`src/rtl/mips_multicycle_ctrl.sv`:
```
// mips_multicycle_ctrl: multicycle FSM sequencing a shared ALU and RAM port.
// Drives all datapath strobes; MOV/MOC RAM handshake with a timeout watchdog.
module mips_multicycle_ctrl #(
  parameter int MEM_TIMEOUT = 15,
  parameter int CNT_W       = 4
) (
  input  logic        clk,
  input  logic        reset,
  input  logic [31:0] instr,
  input  logic        zero,
  input  logic        moc,
  output logic        mov,
  output logic        mem_rw,
  output logic        addr_sel,
  output logic        ir_load,
  output logic        pc_load,
  output logic [1:0]  pc_src,
  output logic        reg_dst,
  output logic        reg_write,
  output logic        alu_src,
  output logic        mem_to_reg,
  output logic [1:0]  alu_op,
  output logic [2:0]  state,
  output logic        fault
);

  typedef enum logic [2:0] {
    FETCH  = 3'd0,
    DECODE = 3'd1,
    EXEC   = 3'd2,
    MEM    = 3'd3,
    WB     = 3'd4,
    HALT   = 3'd7
  } state_t;

  localparam logic [5:0] OP_R    = 6'h00;
  localparam logic [5:0] OP_J    = 6'h02;
  localparam logic [5:0] OP_BEQ  = 6'h04;
  localparam logic [5:0] OP_BNE  = 6'h05;
  localparam logic [5:0] OP_ADDI = 6'h08;
  localparam logic [5:0] OP_LW   = 6'h23;
  localparam logic [5:0] OP_SW   = 6'h2B;

  state_t           stateQ;
  state_t           stateNext;
  logic [5:0]       opQ;
  logic [CNT_W-1:0] cntQ;
  logic             timeout;
  logic             unusedInstr;

  assign unusedInstr = ^instr[25:0];
  assign timeout     = (cntQ == CNT_W'(MEM_TIMEOUT)) && !moc;
  assign state       = stateQ;

  always_ff @(posedge clk or posedge reset) begin
    if (reset) begin
      stateQ <= FETCH;
      opQ    <= '0;
      cntQ   <= '0;
      fault  <= 1'b0;
    end else begin
      stateQ <= stateNext;
      if (stateQ == DECODE)
        opQ <= instr[31:26];
      if (stateNext != stateQ &&
          (stateNext == FETCH || stateNext == MEM))
        cntQ <= '0;
      else if (mov && !moc)
        cntQ <= cntQ + CNT_W'(1);
      if (stateNext == HALT)
        fault <= 1'b1;
    end
  end

  always_comb begin
    stateNext  = stateQ;
    mov        = 1'b0;
    mem_rw     = 1'b0;
    addr_sel   = 1'b0;
    ir_load    = 1'b0;
    pc_load    = 1'b0;
    pc_src     = 2'b00;
    reg_dst    = 1'b0;
    reg_write  = 1'b0;
    alu_src    = 1'b0;
    mem_to_reg = 1'b0;
    alu_op     = 2'b00;
    unique case (stateQ)
      FETCH: begin
        mov    = 1'b1;
        mem_rw = 1'b1;
        if (moc) begin
          ir_load   = 1'b1;
          pc_load   = 1'b1;
          stateNext = DECODE;
        end else if (timeout) begin
          stateNext = HALT;
        end
      end
      DECODE: begin
        case (instr[31:26])
          OP_J: begin
            pc_load   = 1'b1;
            pc_src    = 2'b10;
            stateNext = FETCH;
          end
          OP_R, OP_LW, OP_SW,
          OP_BEQ, OP_BNE, OP_ADDI:
            stateNext = EXEC;
          default:
            stateNext = FETCH;
        endcase
      end
      EXEC: begin
        case (opQ)
          OP_R: begin
            alu_op    = 2'b10;
            stateNext = WB;
          end
          OP_BEQ, OP_BNE: begin
            alu_op    = 2'b01;
            pc_src    = 2'b01;
            pc_load   = (opQ == OP_BEQ) ? zero : !zero;
            stateNext = FETCH;
          end
          OP_ADDI: begin
            alu_src   = 1'b1;
            stateNext = WB;
          end
          default: begin
            alu_src   = 1'b1;
            stateNext = MEM;
          end
        endcase
      end
      MEM: begin
        mov      = 1'b1;
        addr_sel = 1'b1;
        mem_rw   = (opQ == OP_LW);
        if (moc)
          stateNext = (opQ == OP_LW) ? WB : FETCH;
        else if (timeout)
          stateNext = HALT;
      end
      WB: begin
        reg_write  = 1'b1;
        reg_dst    = (opQ == OP_R);
        mem_to_reg = (opQ == OP_LW);
        stateNext  = FETCH;
      end
      HALT:
        stateNext = HALT;
      default:
        stateNext = FETCH;
    endcase
    // Strobes must be dead while reset is held, even though FETCH is the reset state
    if (reset) begin
      mov        = 1'b0;
      mem_rw     = 1'b0;
      addr_sel   = 1'b0;
      ir_load    = 1'b0;
      pc_load    = 1'b0;
      pc_src     = 2'b00;
      reg_dst    = 1'b0;
      reg_write  = 1'b0;
      alu_src    = 1'b0;
      mem_to_reg = 1'b0;
      alu_op     = 2'b00;
    end
  end

endmodule

```
`config.mk`:
```
export PLATFORM = sky130hd
export DESIGN_NAME = mips_multicycle_ctrl
export DESIGN_NICKNAME = d
export VERILOG_FILES = /design/src/rtl/mips_multicycle_ctrl.sv
export SDC_FILE = /design/constraint.sdc
export NUM_CORES = 1
export LEC_CHECK = 0
export BUFFER_PORTS_ARGS = -buffer_cell sky130_fd_sc_hd__buf_2
export CAP_MARGIN = 10
export CORE_ASPECT_RATIO = 1.1
export CORE_UTILIZATION = 30
export DETAILED_ROUTE_END_ITERATION = 8
export PLACE_DENSITY = 0.63
export SLEW_MARGIN = 20
export SYNTH_ARGS = -nofsm -noshare
export SYNTH_HDL_FRONTEND = slang
export SYNTH_SLANG_ARGS = --single-unit
```
`constraint.sdc`:
```
create_clock -name clk -period 1.6 [get_ports clk]
set_clock_uncertainty 0.05 [all_clocks]
set_input_delay 0.32 -clock clk [delete_from_list [all_inputs] [get_ports clk]]
set_output_delay 0.32 -clock clk [all_outputs]
set_load 0.02 [all_outputs]
```
==> Word-level counts from Yosys, hierarchy flattened <==
Cells that the tools add are included.
{ "totals": {"regBits": 14, "output_inout_bits": 17, "elab_cells": 79} }
{ "classes": {"add_sub_neg": 1, "n_eq_ne": 19, "mux": 39, "n_reduce_logical": 16} }
{ "op_table": {"columns": ["operator", "n"], "rows": [
  ["$eq A6 B3 Y1 const B", 4],
  ["$mux W1", 22],
  ["$eq A6 B6 Y1 const B", 3],
  ["$pmux W3 S5", 1],
  ["$eq A6 B4 Y1 const B", 2],
  ["$logic_not A6 Y1", 2],
  ["$mux W3", 4],
  ["$mux W2", 5],
  ["$eq A3 B2 Y1 const B", 3],
  ["$eq A3 B3 Y1 const B", 3],
  ["$mux W4", 2],
  ["$pmux W2 S2", 2],
  ["$eq A6 B2 Y1 const B", 1],
  ["$logic_not A3 Y1", 2],
  ["$pmux W3 S2", 1],
  ["$reduce_or A2 Y1", 3],
  ["$reduce_or A6 Y1", 1],
  ["$add A4 B1 Y4 const B", 1],
  ["$eq A4 B4 Y1 const B", 1],
  ["$eq A3 B1 Y1 const B", 1],
  ["$logic_and A1 B1 Y1", 3],
  ["$ne A3 B3 Y1", 1],
  ["$pmux W1 S3", 1],
  ["$reduce_or A3 Y1", 1],
  ["other kinds (4)", 5]
]} }

==> Logic depth before layout (Yosys ltp) <==
{ "depth": {"depth_word": 9, "mapped_depth": 6, "depth_no_buf": 6} }

==> Worst setup path after synthesis <==
Ideal clock, no wire load.
{ "synth_path": {"path_type": "reg-to-output", "from": "register stateQ[2] (netlist: state[2])", "to": "output alu_src", "arrival_ns": 1.804, "t_required_ns": 1.230, "slack_ns": -0.574, "stages_incl_launch_ff": 5, "cell_sequence": "dfrtp_1 or2_0 buf_2 or3b_1 nor3b_1"} }
{ "synth_via": {"elab_chain_len": 3} }
{ "synth_rtl": {"columns": ["element", "line_no", "rtl"], "rows": [
  ["from (decl)", "44", "state_t stateQ;"],
  ["from (signal assigned)", "62", "stateQ <= stateNext;"],
  ["$eq A3 B2 Y1", "88", "unique case (stateQ)"],
  ["$mux W1", "88", null],
  ["$mux W1", "157", "if (reset) begin"],
  ["to (decl)", "20", "output logic alu_src,"]
]} }
Every way passes these cells.

==> Final worst setup path <==
{ "layout_path": {"from": "register opQ[4]", "to": "output pc_load"} }
{ "layout_via": {"elab_chain_len": 5} }
{ "layout_rtl": {"columns": ["element", "line_no", "rtl"], "rows": [
  ["from (decl)", "46", "logic [5:0] opQ;"],
  ["from (signal assigned)", "64", "opQ <= instr[31:26];"],
  ["$eq A6 B3 Y1, on equally long branches", "115, 123", null],
  ["$mux W1 or $reduce_or A2 Y1 (tied branches)", "123, 115", null],
  ["$mux W1 *", "115", "case (opQ)"],
  ["$pmux W1 S3 *", "88", null],
  ["$mux W1 *", "157", null],
  ["to (decl)", "16", "output logic pc_load,"]
]} }
Mark *: on every way between the ends. The rest lies on a longest branch, timed or not.

==> results.sh <==
export IMPL_crit_type="reg -> out"
export IMPL_synth_enable_flop_cells=0
export IMPL_outcome="complete, but fails checks"
export IMPL_insertion_delay_ns=0.28
export IMPL_track_usage=0.2075
export IMPL_cts_max_level=1
export IMPL_gr_usage_met3=0.02277
export IMPL_clock_power_share=0.073
export IMPL_hold_viol_final=0
export IMPL_synth_adder_area_share=0.01235
export IMPL_ys_ff_latch=14
export IMPL_globalRouteMet2Util=0.3765
export IMPL_pwr_share_comb=0.716
export IMPL_core_um2=3127
export IMPL_ir_drop_mv=0.4822
export IMPL_synth_top_area_frac=0.3457
export IMPL_dp_hpwl_mm=2.405
export IMPL_violations="design-rule violations, negative setup slack"
export IMPL_clock_sinks=14
export IMPL_fin_cells=238
export IMPL_die_y_um=62.96
export IMPL_totalWireLength_mm=4.033
export IMPL_synth_xor_area_share=0.03457
export IMPL_clk_pin_slew_ns=0.09
export IMPL_drc=5
export IMPL_setup_viol=22
export IMPL_p_sw_frac=0.4365
export IMPL_fin_nets=242
export IMPL_cap_violations=0
export IMPL_crit_required_ns=1.23
export IMPL_synthSimpleGateAreaFrac=0.4086
export IMPL_numCtsBuffers=3
export IMPL_n_fill_cell=219
export IMPL_cp_startpoint="opQ[4]$_DFFE_PP0P_"
export IMPL_post_route_util=0.6431
export IMPL_numPortBuffers=26
export IMPL_p_sw_mw=1.261
export IMPL_cp_start_kind="flop"
export IMPL_synth_most_common_cell="nand2_1"
export IMPL_hold_worst_slack_ns=0.2320
export IMPL_fin_crit_sh=1.298
export IMPL_met1_usage=0.2335
export IMPL_ys_types=48
export IMPL_synth_top_family_by_area="simple AND/OR/NAND/NOR gates"
export IMPL_yosys_top_cells_count="nand2_1, dfrtp_1, nor2_1, nand3_1, nor3_1"
export IMPL_synth_mux_area_frac=0.009877
export IMPL_area_growth_syn_to_layout_pct=98.40
export IMPL_power_density_nw_per_um2=1437
export IMPL_place_area_um2=1559
export IMPL_multi_input_area_um2=889.6
export IMPL_syn_inst=122
export IMPL_final_layout_size_suffix_gt1_frac=0.6618
export IMPL_synth_avg_cell_area_um2=8.307
export IMPL_power_frac_seq=0.212
export IMPL_start_util=0.3241
export IMPL_cts_buffer_depth=2
export IMPL_synthArstFlopShare=1.000
export IMPL_fin_ws_ns=-0.4774
export IMPL_max_slew_margin_rel=0.6992
export IMPL_worstPathMaxFanout=2
export IMPL_final_max_slew_viol_count=0
export IMPL_seq_area_frac_synth=0.3457
export IMPL_post_drt_wl_per_cell_um=16.95
export IMPL_synthFlopType="dfrtp_1"
export IMPL_dpl_cell_count=220
export IMPL_cp_end_kind="output port"
export IMPL_p_total_mw=2.890
export IMPL_ctsHoldBuffers=0
export IMPL_diodes=0
export IMPL_critPathArrivalTime_ns=1.71
export IMPL_worst_pin_slew_ns=0.4464
export IMPL_grt_first_pass_wirelength_mm=5.775
export IMPL_gp_congestion=0.9055
export IMPL_tritoncts="done"
export IMPL_grt_pass1_vias=1309
export IMPL_grt_max_degree=15
export IMPL_busiest_layer="met2"
export IMPL_fp_dieArea_um2=3615
export IMPL_final_area_um2=2011
export IMPL_drt_iter0_drc=91
export IMPL_viasPerCell=5.282
export IMPL_grt_ovfl_total=0
export IMPL_max_freq_mhz=481.4
export IMPL_drtAntennaViolNets=0
export IMPL_p_leak_nw=0.9426
export IMPL_rsz0062_at_grt="yes"
export IMPL_ioPinCount=53
export IMPL_rows=21
export IMPL_die_w_um=57.42
export IMPL_p_int_mw=1.628
export IMPL_syn_area_um2=1013
export IMPL_antenna_found_initial=0
export IMPL_fin_crit_ns=2.077
export IMPL_yosys_area_top_type="dfrtp_1"
export IMPL_synth_compound_area_frac=0.1457
export IMPL_r2r_start="opQ[2]$_DFFE_PP0P_"
export IMPL_root_buffer="clkbuf_4"
export IMPL_regArea_um2=354.1
export IMPL_drt_pass1_iter_count=6
export IMPL_place_ws_ns=-0.4204
export IMPL_num_vias=1257
export IMPL_synth_area_leaders="dfrtp_1, nand2_1, nor2_1"
export IMPL_tns_ns=-5.401
export IMPL_syn_nets=159
export IMPL_ys_warn_count=0
export IMPL_hold_class="in -> async"
[area by class of cell]
type	instances	area share
Sequential cell	14	0.1761
Clock buffer	4	0.01307
Timing Repair Buffer	83	0.3416
Inverter	3	0.005600
Tap cell	34	0.02116
Multi-Input combinational cell	100	0.4424
[power by group through the flow]
stage | clock network (mW) | registers [mW] | logic, mW
detailed placement | 0 | 0.603 | 1.36
global route | 0.235 | 0.632 | 2.19
CTS | 0.213 | 0.596 | 1.73
global placement | 0 | 0.598 | 1.32
finish | 0.210 | 0.612 | 2.07
floorplan | 0 | 0.631 | 0.761
[state kept, by name, indices dropped and copies added, names as in the netlist]
name and flops:
cntQ 4, state 3, opQ 6, fault 1
[critical path: stages, from the launching register on]
cell and delay (ns):
dfrtp_1 0.40, or3_4 0.39, nor2_4 0.11, nand3_2 0.07
a21o_1 0.19, a21oi_4 0.16, buf_6 0.13
[metal layers]
| layer | vias to the layer above | wire length (um) | part of all wire |
|---|---|---|---|
| met2 | 38 | 2196 | 0.54 |
| met5 | - | 0 | 0 |
| met1 | 612 | 1524 | 0.38 |
| li1 | 595 | - | - |
| met3 | 12 | 132 | 0.033 |
| met4 | 0 | 179 | 0.044 |
[timing repair]
item / CTS / global route
endpoints found under the setup margin: 19 / 21
setup buffers: 9 / 7
gates resized for setup: 59 / 21
pin swaps: 15 / 21
endpoints found under the hold margin: 0 / 0
[logic make-up (layout without fill, tap and decap cells)]
family / Yosys count / count (layout)
and+or+nand+nor: 75 / 75
AOI/OAI and AO/OA: 19 / 19
DFF: 14 / 14
buffers and inverters: 8 / 90
xor gates and xnor gates: 4 / 4
adders and majority gates: 1 / 1
muxes: 1 / 1
[path summary, 6_finish.rpt]
kind	to	cells past startpoint	slack, ns
min	cntQ[1]$_DFFE_PP0P_	4	0.23
max in group asynchronous	state[1]$_DFF_PP0_	4	1.05
max reg2reg	state[0]$_DFF_PP0_	5	-0.25
max	pc_load	6	-0.48
min in group clk	opQ[3]$_DFFE_PP0P_	4	0.29
min reg2reg	fault$_DFFE_PP0N_	1	0.46
[layout by cell type, fill, tap and decap left out, drive strengths merged, types with 4 or more instances in the layout]
| cell type | instances |
|---|---|
| dfrtp | 14 |
| a21oi | 4 |
| nand2 | 19 |
| nor2b | 4 |
| o21ai | 5 |
| buf | 83 |
| nand3 | 6 |
| clkbuf | 4 |
| nor2 | 15 |
| nor3 | 7 |
Power figures use the tool's default switching activity.
